==> src/rtl/inst_line_buffer.sv <==
// inst_line_buffer
//   Single-line instruction buffer between the fetch stage and the external
//   instruction memory bus. A request that hits the buffered line is answered
//   combinationally. A miss issues one line-aligned burst that refills the line.
//
// Optional feature: define INST_LINE_BUFFER_BYPASS_EN to enable early restart.
//   With it, the requested word is forwarded from mem_rdata in the cycle its
//   beat arrives. Without it, the requester waits for the whole line.
//
// Parameters
//   LINE_WORDS  32-bit words per line (power of two, >= 2)
//
// Ports
//   clk, reset                      clock; asynchronous active-high reset
//   req_addr, req_valid             fetch request (held until req_ready)
//   req_data, req_ready             combinational response
//   invalidate                      one-cycle pulse that discards the line
//   mem_addr, mem_valid, mem_accept burst request handshake
//   mem_rdata, mem_rvalid           returned beats, word 0 first
module inst_line_buffer #(
  parameter int LINE_WORDS = 4
) (
  input  logic        clk,
  input  logic        reset,
  input  logic [31:0] req_addr,
  input  logic        req_valid,
  output logic [31:0] req_data,
  output logic        req_ready,
  input  logic        invalidate,
  output logic [31:0] mem_addr,
  output logic        mem_valid,
  input  logic        mem_accept,
  input  logic [31:0] mem_rdata,
  input  logic        mem_rvalid
);

  localparam int OFS   = $clog2(LINE_WORDS);
  localparam int TAG_W = 30 - OFS;
  localparam logic [OFS-1:0] LAST_BEAT = OFS'(LINE_WORDS - 1);

  typedef enum logic [1:0] {
    IDLE = 2'd0,
    REQ  = 2'd1,
    FILL = 2'd2
  } state_t;

  state_t           state;
  logic [31:0]      line_q [LINE_WORDS];
  logic [TAG_W-1:0] tag_q;
  logic             line_valid;
  logic             pending_inv;
  logic [OFS-1:0]   beat;

  logic [TAG_W-1:0] req_tag;
  logic [OFS-1:0]   word_sel;
  logic             tag_match;
  logic             hit;
  logic             bypass_hit;
  logic             addr_lsb_unused;

  assign req_tag         = req_addr[31:OFS+2];
  assign word_sel        = req_addr[OFS+1:2];
  assign addr_lsb_unused = ^req_addr[1:0];
  assign tag_match       = (tag_q == req_tag);
  assign hit             = line_valid && tag_match;

`ifdef INST_LINE_BUFFER_BYPASS_EN
  // Early restart: the beat carrying the requested word is forwarded as it
  // arrives. line_valid is low during a fill, so the tag is compared directly.
  assign bypass_hit = (state == FILL) && mem_rvalid && (beat == word_sel) && tag_match;
`else
  assign bypass_hit = 1'b0;
`endif

  assign req_ready = req_valid && !invalidate && (((state == IDLE) && hit) || bypass_hit);

  // Data is gated by req_ready, so req_data reads zero whenever no word is served.
  always_comb begin
    req_data = '0;
    if (req_ready) begin
      req_data = bypass_hit ? mem_rdata : line_q[word_sel];
    end
  end

  // Line storage: beats are written only while filling; stray beats are dropped.
  always_ff @(posedge clk) begin
    if ((state == FILL) && mem_rvalid) begin
      line_q[beat] <= mem_rdata;
    end
  end

  // Control: refill sequencing, tag/valid tracking and the burst request.
  always_ff @(posedge clk or posedge reset) begin
    if (reset) begin
      state       <= IDLE;
      tag_q       <= '0;
      line_valid  <= 1'b0;
      pending_inv <= 1'b0;
      beat        <= '0;
      mem_addr    <= '0;
      mem_valid   <= 1'b0;
    end else begin
      unique case (state)
        IDLE: begin
          if (invalidate) begin
            line_valid <= 1'b0;
          end else if (req_valid && !hit) begin
            state      <= REQ;
            mem_addr   <= {req_tag, {(OFS+2){1'b0}}};
            tag_q      <= req_tag;
            line_valid <= 1'b0;
            beat       <= '0;
            mem_valid  <= 1'b1;
          end
        end
        REQ: begin
          if (invalidate) begin
            pending_inv <= 1'b1;
          end
          if (mem_accept) begin
            state     <= FILL;
            mem_valid <= 1'b0;
          end
        end
        FILL: begin
          if (invalidate) begin
            pending_inv <= 1'b1;
          end
          if (mem_rvalid) begin
            beat <= beat + 1'b1;
            if (beat == LAST_BEAT) begin
              // An invalidate landing on the last beat also discards the line.
              state       <= IDLE;
              line_valid  <= !(pending_inv || invalidate);
              pending_inv <= 1'b0;
            end
          end
        end
        default: begin
          state <= IDLE;
        end
      endcase
    end
  end

endmodule

==> config.mk <==
export PLATFORM = sky130hd
export DESIGN_NAME = inst_line_buffer
export DESIGN_NICKNAME = d
export VERILOG_FILES = /design/src/rtl/inst_line_buffer.sv
export SDC_FILE = /design/constraint.sdc
export NUM_CORES = 1
export LEC_CHECK = 0
export CAP_MARGIN = 25
export CORE_UTILIZATION = 51
export CTS_CLUSTER_SIZE = 24
export DETAILED_ROUTE_END_ITERATION = 7
export PLACE_DENSITY = 0.86
export SKIP_CTS_REPAIR_TIMING = 1
export SYNTH_ARGS = -nofsm -noshare
export SYNTH_HDL_FRONTEND = slang
export SYNTH_SLANG_ARGS = --single-unit
==> constraint.sdc <==
create_clock -name clk -period 4.1 [get_ports clk]
set_input_delay 1.23 -clock clk [delete_from_list [all_inputs] [get_ports clk]]
set_output_delay 1.23 -clock clk [all_outputs]
set_load 0.05 [all_outputs]
Yosys cells after proc, flatten, opt, wreduce, memory -nomap -nowiden

Memories as Yosys holds them, arrays and structs flattened.
Index checks and enable logic that the tools add are counted.

Add/sub/neg operators: 1
Reductions and logical operators: 19
Eq/ne operators: 10
Magnitude comparators: 0
Divide/modulo/power cells: 0
Muxes and demuxes: 26
Multipliers: 0
Bitwise operators: 1
Shift operators: 0

Operators by type and width:

| cell                  | number |
|---|---|
| $mux W32              | 1 |
| $eq A28 B28 Y1        | 1 |
| $mux W2               | 8 |
| $mux W1               | 12 |
| $reduce_and A4 Y1     | 3 |
| $logic_and A1 B1 Y1   | 6 |
| $ne A2 B2 Y1 const B  | 3 |
| $pmux W1 S2           | 3 |
| $pmux W2 S3           | 1 |
| $reduce_bool A2 Y1    | 3 |
| $reduce_and A5 Y1     | 1 |
| $eq A2 B2 Y1 const B  | 2 |
| $ne A2 B1 Y1 const B  | 2 |
| $pmux W2 S2           | 1 |
| $logic_not A1 Y1      | 3 |
| $ne A3 B2 Y1 const B  | 1 |
| $reduce_and A3 Y1     | 1 |
| $add A2 B1 Y2 const B | 1 |
| $eq A2 B1 Y1 const B  | 1 |
| $logic_not A2 Y1      | 1 |
| $logic_or A1 B1 Y1    | 1 |
| $not A1 Y1            | 1 |

Memories: 1
Bits of input ports: 70
Latch bits: 0
RAM bits: 128
Output and inout port bits: 66
Register bits after elaboration: 35
Word-level logic and storage cells: 64
Bits in read-only memories: 0

Memory list:

| memory | depth | bits a word | read ports | clocked after memory_dff | wr ports | RTL line | text |
|---|---|---|---|---|---|---|---|
| line_q | 4     | 32          | 1          | 0                        | 1        | 48       | `logic [31:0] line_q [LINE_WORDS];` |

Longest topological paths before layout

Depth after elaboration: 7
Depth in mapped cells: 8
Gate-level depth less buffers: 7

Least setup slack after synthesis

No wires, ideal clock.

Kind: input to output
Start: input req_addr[31]
End: output req_data[10]
Arrival: 3.008 ns
Buffers on the path: 1
Required time: 2.870 ns
Cell stages on the path: 6
Path slack: -0.138 ns
Path through: xnor2_1 nand4_1 nor4_2 nand4_1 clkbuf_1 nor2b_1

Cells in the longest elaborated chain, start to end: 5

Ends and longest elaborated chain:

| element                          | RTL line | text |
|---|---|---|
| from (decl)                      | 25       | `input logic [31:0] req_addr,` |
| $eq A28 B28 Y1                   | 64       | `assign tag_match = (tag_q == req_tag);` |
| $logic_and A1 B1 Y1              | 65       | `assign hit = line_valid && tag_match;` |
| $logic_and A1 B1 Y1 (2 in a row) | 75       | `assign req_ready = req_valid && !invalidate && (((state == IDLE) && hit) \|\| bypass_hit);` |
| $mux W32                         | 80       | `if (req_ready) begin` |
| to (decl)                        | 27       | `output logic [31:0] req_data,` |

Every way passes these cells.

Worst setup path after layout

Start: input req_addr[11]
End: output req_data[18]

Same word-level chain as after synthesis.

==> results_dict.tcl <==
set metrics [dict create \
    status "completed" \
    clk_pin_slew_ps 60 \
    place_area_sq_um 8630 \
    drtAntennaViolNets 0 \
    hpwl_mm 8.70 \
    setup_viol 0 \
    avgViaCountPerCell 5.49 \
    holdPathEnd "mem_valid" \
    dieArea_sq_um 13800 \
    synth_edf_count 128 \
    irDropWorstVdd_v 0.000552 \
    async_flop_share_pct 21.5 \
    overflow 0 \
    grt_pass1_wl_mm 21.5 \
    worst-path-max-fanout 8 \
    drive_gt1_share_pct 37.8 \
    htreeDepth 4 \
    fin_skew_ps 6.79 \
    hold_start "mem_valid" \
    n_fill_cell 691 \
    min_path_cells 2 \
    worst_pin_slew_ps 957 \
    fin_area_sq_um 9570 \
    ys_ff_latch 163 \
    stdcell_count 699 \
    cts_root_buffer "clkbuf_16" \
    cp-start-kind "input pin" \
    period_share_pct 98.6 \
    yosysSeqAreaShare_pct 69.5 \
    vias 3836 \
    max-slew-margin-rel_pct 36.1 \
    synth_cells 372 \
    wl_mm 14.8 \
    max_cap_violations 0 \
    clockBufferDepth 2 \
    num_antenna_cells 0 \
    grt_pass1_vias 4086 \
    yosys_warnings 0 \
    tritoncts "built" \
    rr_startpoint "tag_q[21]" \
    grt_max_degree 34 \
    ff2ff_path_depth 7 \
    place_congestion 0.768 \
    end_kind "output port" \
    synth.distinct_cells 35 \
    die_h_um 117 \
    die_w_um 117 \
    finalHoldViolations 0 \
    ios 136 \
    syn_avg_cell_area_sq_um 18.2 \
    start_util_pct 53.1 \
    timing.rr.end "tag_q[3]" \
    placement.io_buffers 129 \
    clock.fmax_mhz 247 \
    hold_path.class "register to register" \
    leakage_nw 3.57 \
    drv_slew 0 \
    dpl.cell_count 666 \
    grt.total_usage_pct 21.0 \
    antenna_found_initial 0 \
    cts_made_buffers 17 \
    drt_first_iter_violations 234 \
    nNetsFinal 594 \
    finalCriticalPeriod_ps 4040 \
    cp.arrival_ps 2810 \
    synthToLayoutAreaGrowth_pct 40.9 \
    pwr_density_cell_nw_per_um2 562 \
    worstSetupPathType "input pin to output port" \
    clk_latency_ps 420 \
    netlist_area_sq_um 6790 \
    dr.pass1.iters 5 \
    cts_sinks 163 \
    core_region_area_sq_um 12800 \
    wl_per_cell_um 21.2 \
    num_rows 41 \
    synth_top_flop_cell "edfxtp_1" \
    drcViolationCount 0 \
    critPathRequiredTime_ps 2870 \
    regToRegSetupSlack_ps 1980 \
]
synth_stat cells (all sizes together) (3+ instances only):
master  count  area, sq um
edfxtp    128         3840
dfrtp      35          876
mux4       32          721
nor2b      32          200
mux2       28          349
xnor2      28          245
buf        11         78.8
inv         9         33.8
nand2       9         33.8
clkbuf      8         30.0
and3        7         48.8
ha          7         87.6
nand4       7         43.8
a21oi       6         30.0
o21ai       6         30.0
nor2        3         11.3
area by class of cell:
| type | count | area (sq um) | share of cell area (%) |
|---|---|---|---|
| Clock buffer | 18 | 429 | 4.49 |
| Clock inverter | 11 | 139 | 1.45 |
| Inverter | 9 | 33.8 | 0.353 |
| Multi-Input combinational cell | 184 | 2260 | 23.7 |
| Sequential cell | 163 | 4720 | 49.3 |
| Tap cell | 172 | 215 | 2.25 |
| Timing Repair Buffer | 142 | 1760 | 18.4 |
metal layers:
| layer | track usage (%) | share of wire [%] |
|---|---|---|
| met1 | 24.3 | 39 |
| met2 | 35.4 | 52 |
| met3 | 8.17 | 8.2 |
| met4 | 7.39 | 0.88 |
| met5 | 0 | 0 |
flip-flops by register name (all words and copies together) (netlist names):
| name | flops |
|---|---|
| line_q | 128 |
| mem_valid | 1 |
| pending_inv | 1 |
| beat | 2 |
| tag_q | 28 |
| line_valid | 1 |
| state | 2 |
worst max path at each step:
stage | startpoint | end | slack [ps] | cells past startpoint
after floorplan | req_addr[31] | req_data[10] | -140 | 6
after global placement | req_addr[30] | req_data[7] | -390 | 8
after detailed placement | req_addr[31] | req_data[1] | -460 | 8
after CTS | req_addr[31] | req_data[6] | -470 | 8
after global routing | req_addr[11] | req_data[12] | -30 | 9
final | req_addr[11] | req_data[18] | 60 | 9
logic make-up after synthesis:
| kind of cell | share of synthesized area, % |
|---|---|
| AOI/OAI and AO/OA | 1.70 |
| xor gates and xnor gates | 3.61 |
| adders and majority gates | 1.29 |
| buffers and inverters | 2.10 |
| DFF | 69.5 |
| muxes | 16.1 |
| other | 0.0552 |
| and+or+nand+nor | 5.66 |
per-stage QoR:
stage          utilization [%]  worst slack (ps)  hold slack, ps  TNS, ps  power [W]
2_1_floorplan                -              -138             487    -3990    0.00326
3_3_place_gp              67.5              -393             491   -11820    0.00373
3_5_place_dp              67.5              -462             507   -13830    0.00378
4_1_cts                   72.0              -472             521   -14030    0.00534
5_1_grt                   74.9             -32.2             552     -483    0.00557
6_report                  74.9              58.6             514        0    0.00538
placed cells by master (no fill, tap or decap), drive strengths merged:
cell type,synthesis,routed
edfxtp,128,128
clkdlybuf4s50,0,66
buf,11,50
dfrtp,35,35
clkbuf,8,33
mux4,32,32
nor2b,32,32
xnor2,28,28
mux2,28,28
dlymetal6s2s,0,11
inv,9,10
nand2,9,9
nand4,7,7
ha,7,7
and3,7,7
o21ai,6,6
a21oi,6,6
conb,1,4
clkinv,0,4
nor2,3,3
bufinv,0,3
clkinvlp,0,3
nor4,2,2
mux2i,2,2
nand3,2,2
nand2b,1,1
a22oi,1,1
a21boi,1,1
a21o,1,1
o211ai,1,1
a2bb2oi,1,1
nor3,1,1
o31ai,1,1
a211o,1,1
report_power, final:
| part | internal [W] | total [W] | switching (W) |
|---|---|---|---|
| Sequential | 0.00202 | 0.00221 | 0.000190 |
| Combinational | 0.000688 | 0.00162 | 0.000928 |
| Clock | 0.000941 | 0.00155 | 0.000610 |
| Total | 0.00365 | 0.00538 | 0.00173 |
critical path: stages:
cell and delay (ps):
clkbuf_2 110, xnor2_2 150, nand4_1 170, nor4_4 330, nand4_1 140, buf_6 180
clkbuf_16 190, nor2b_4 150, buf_12 140
Note: power is estimated with default switching activity, not from simulation.
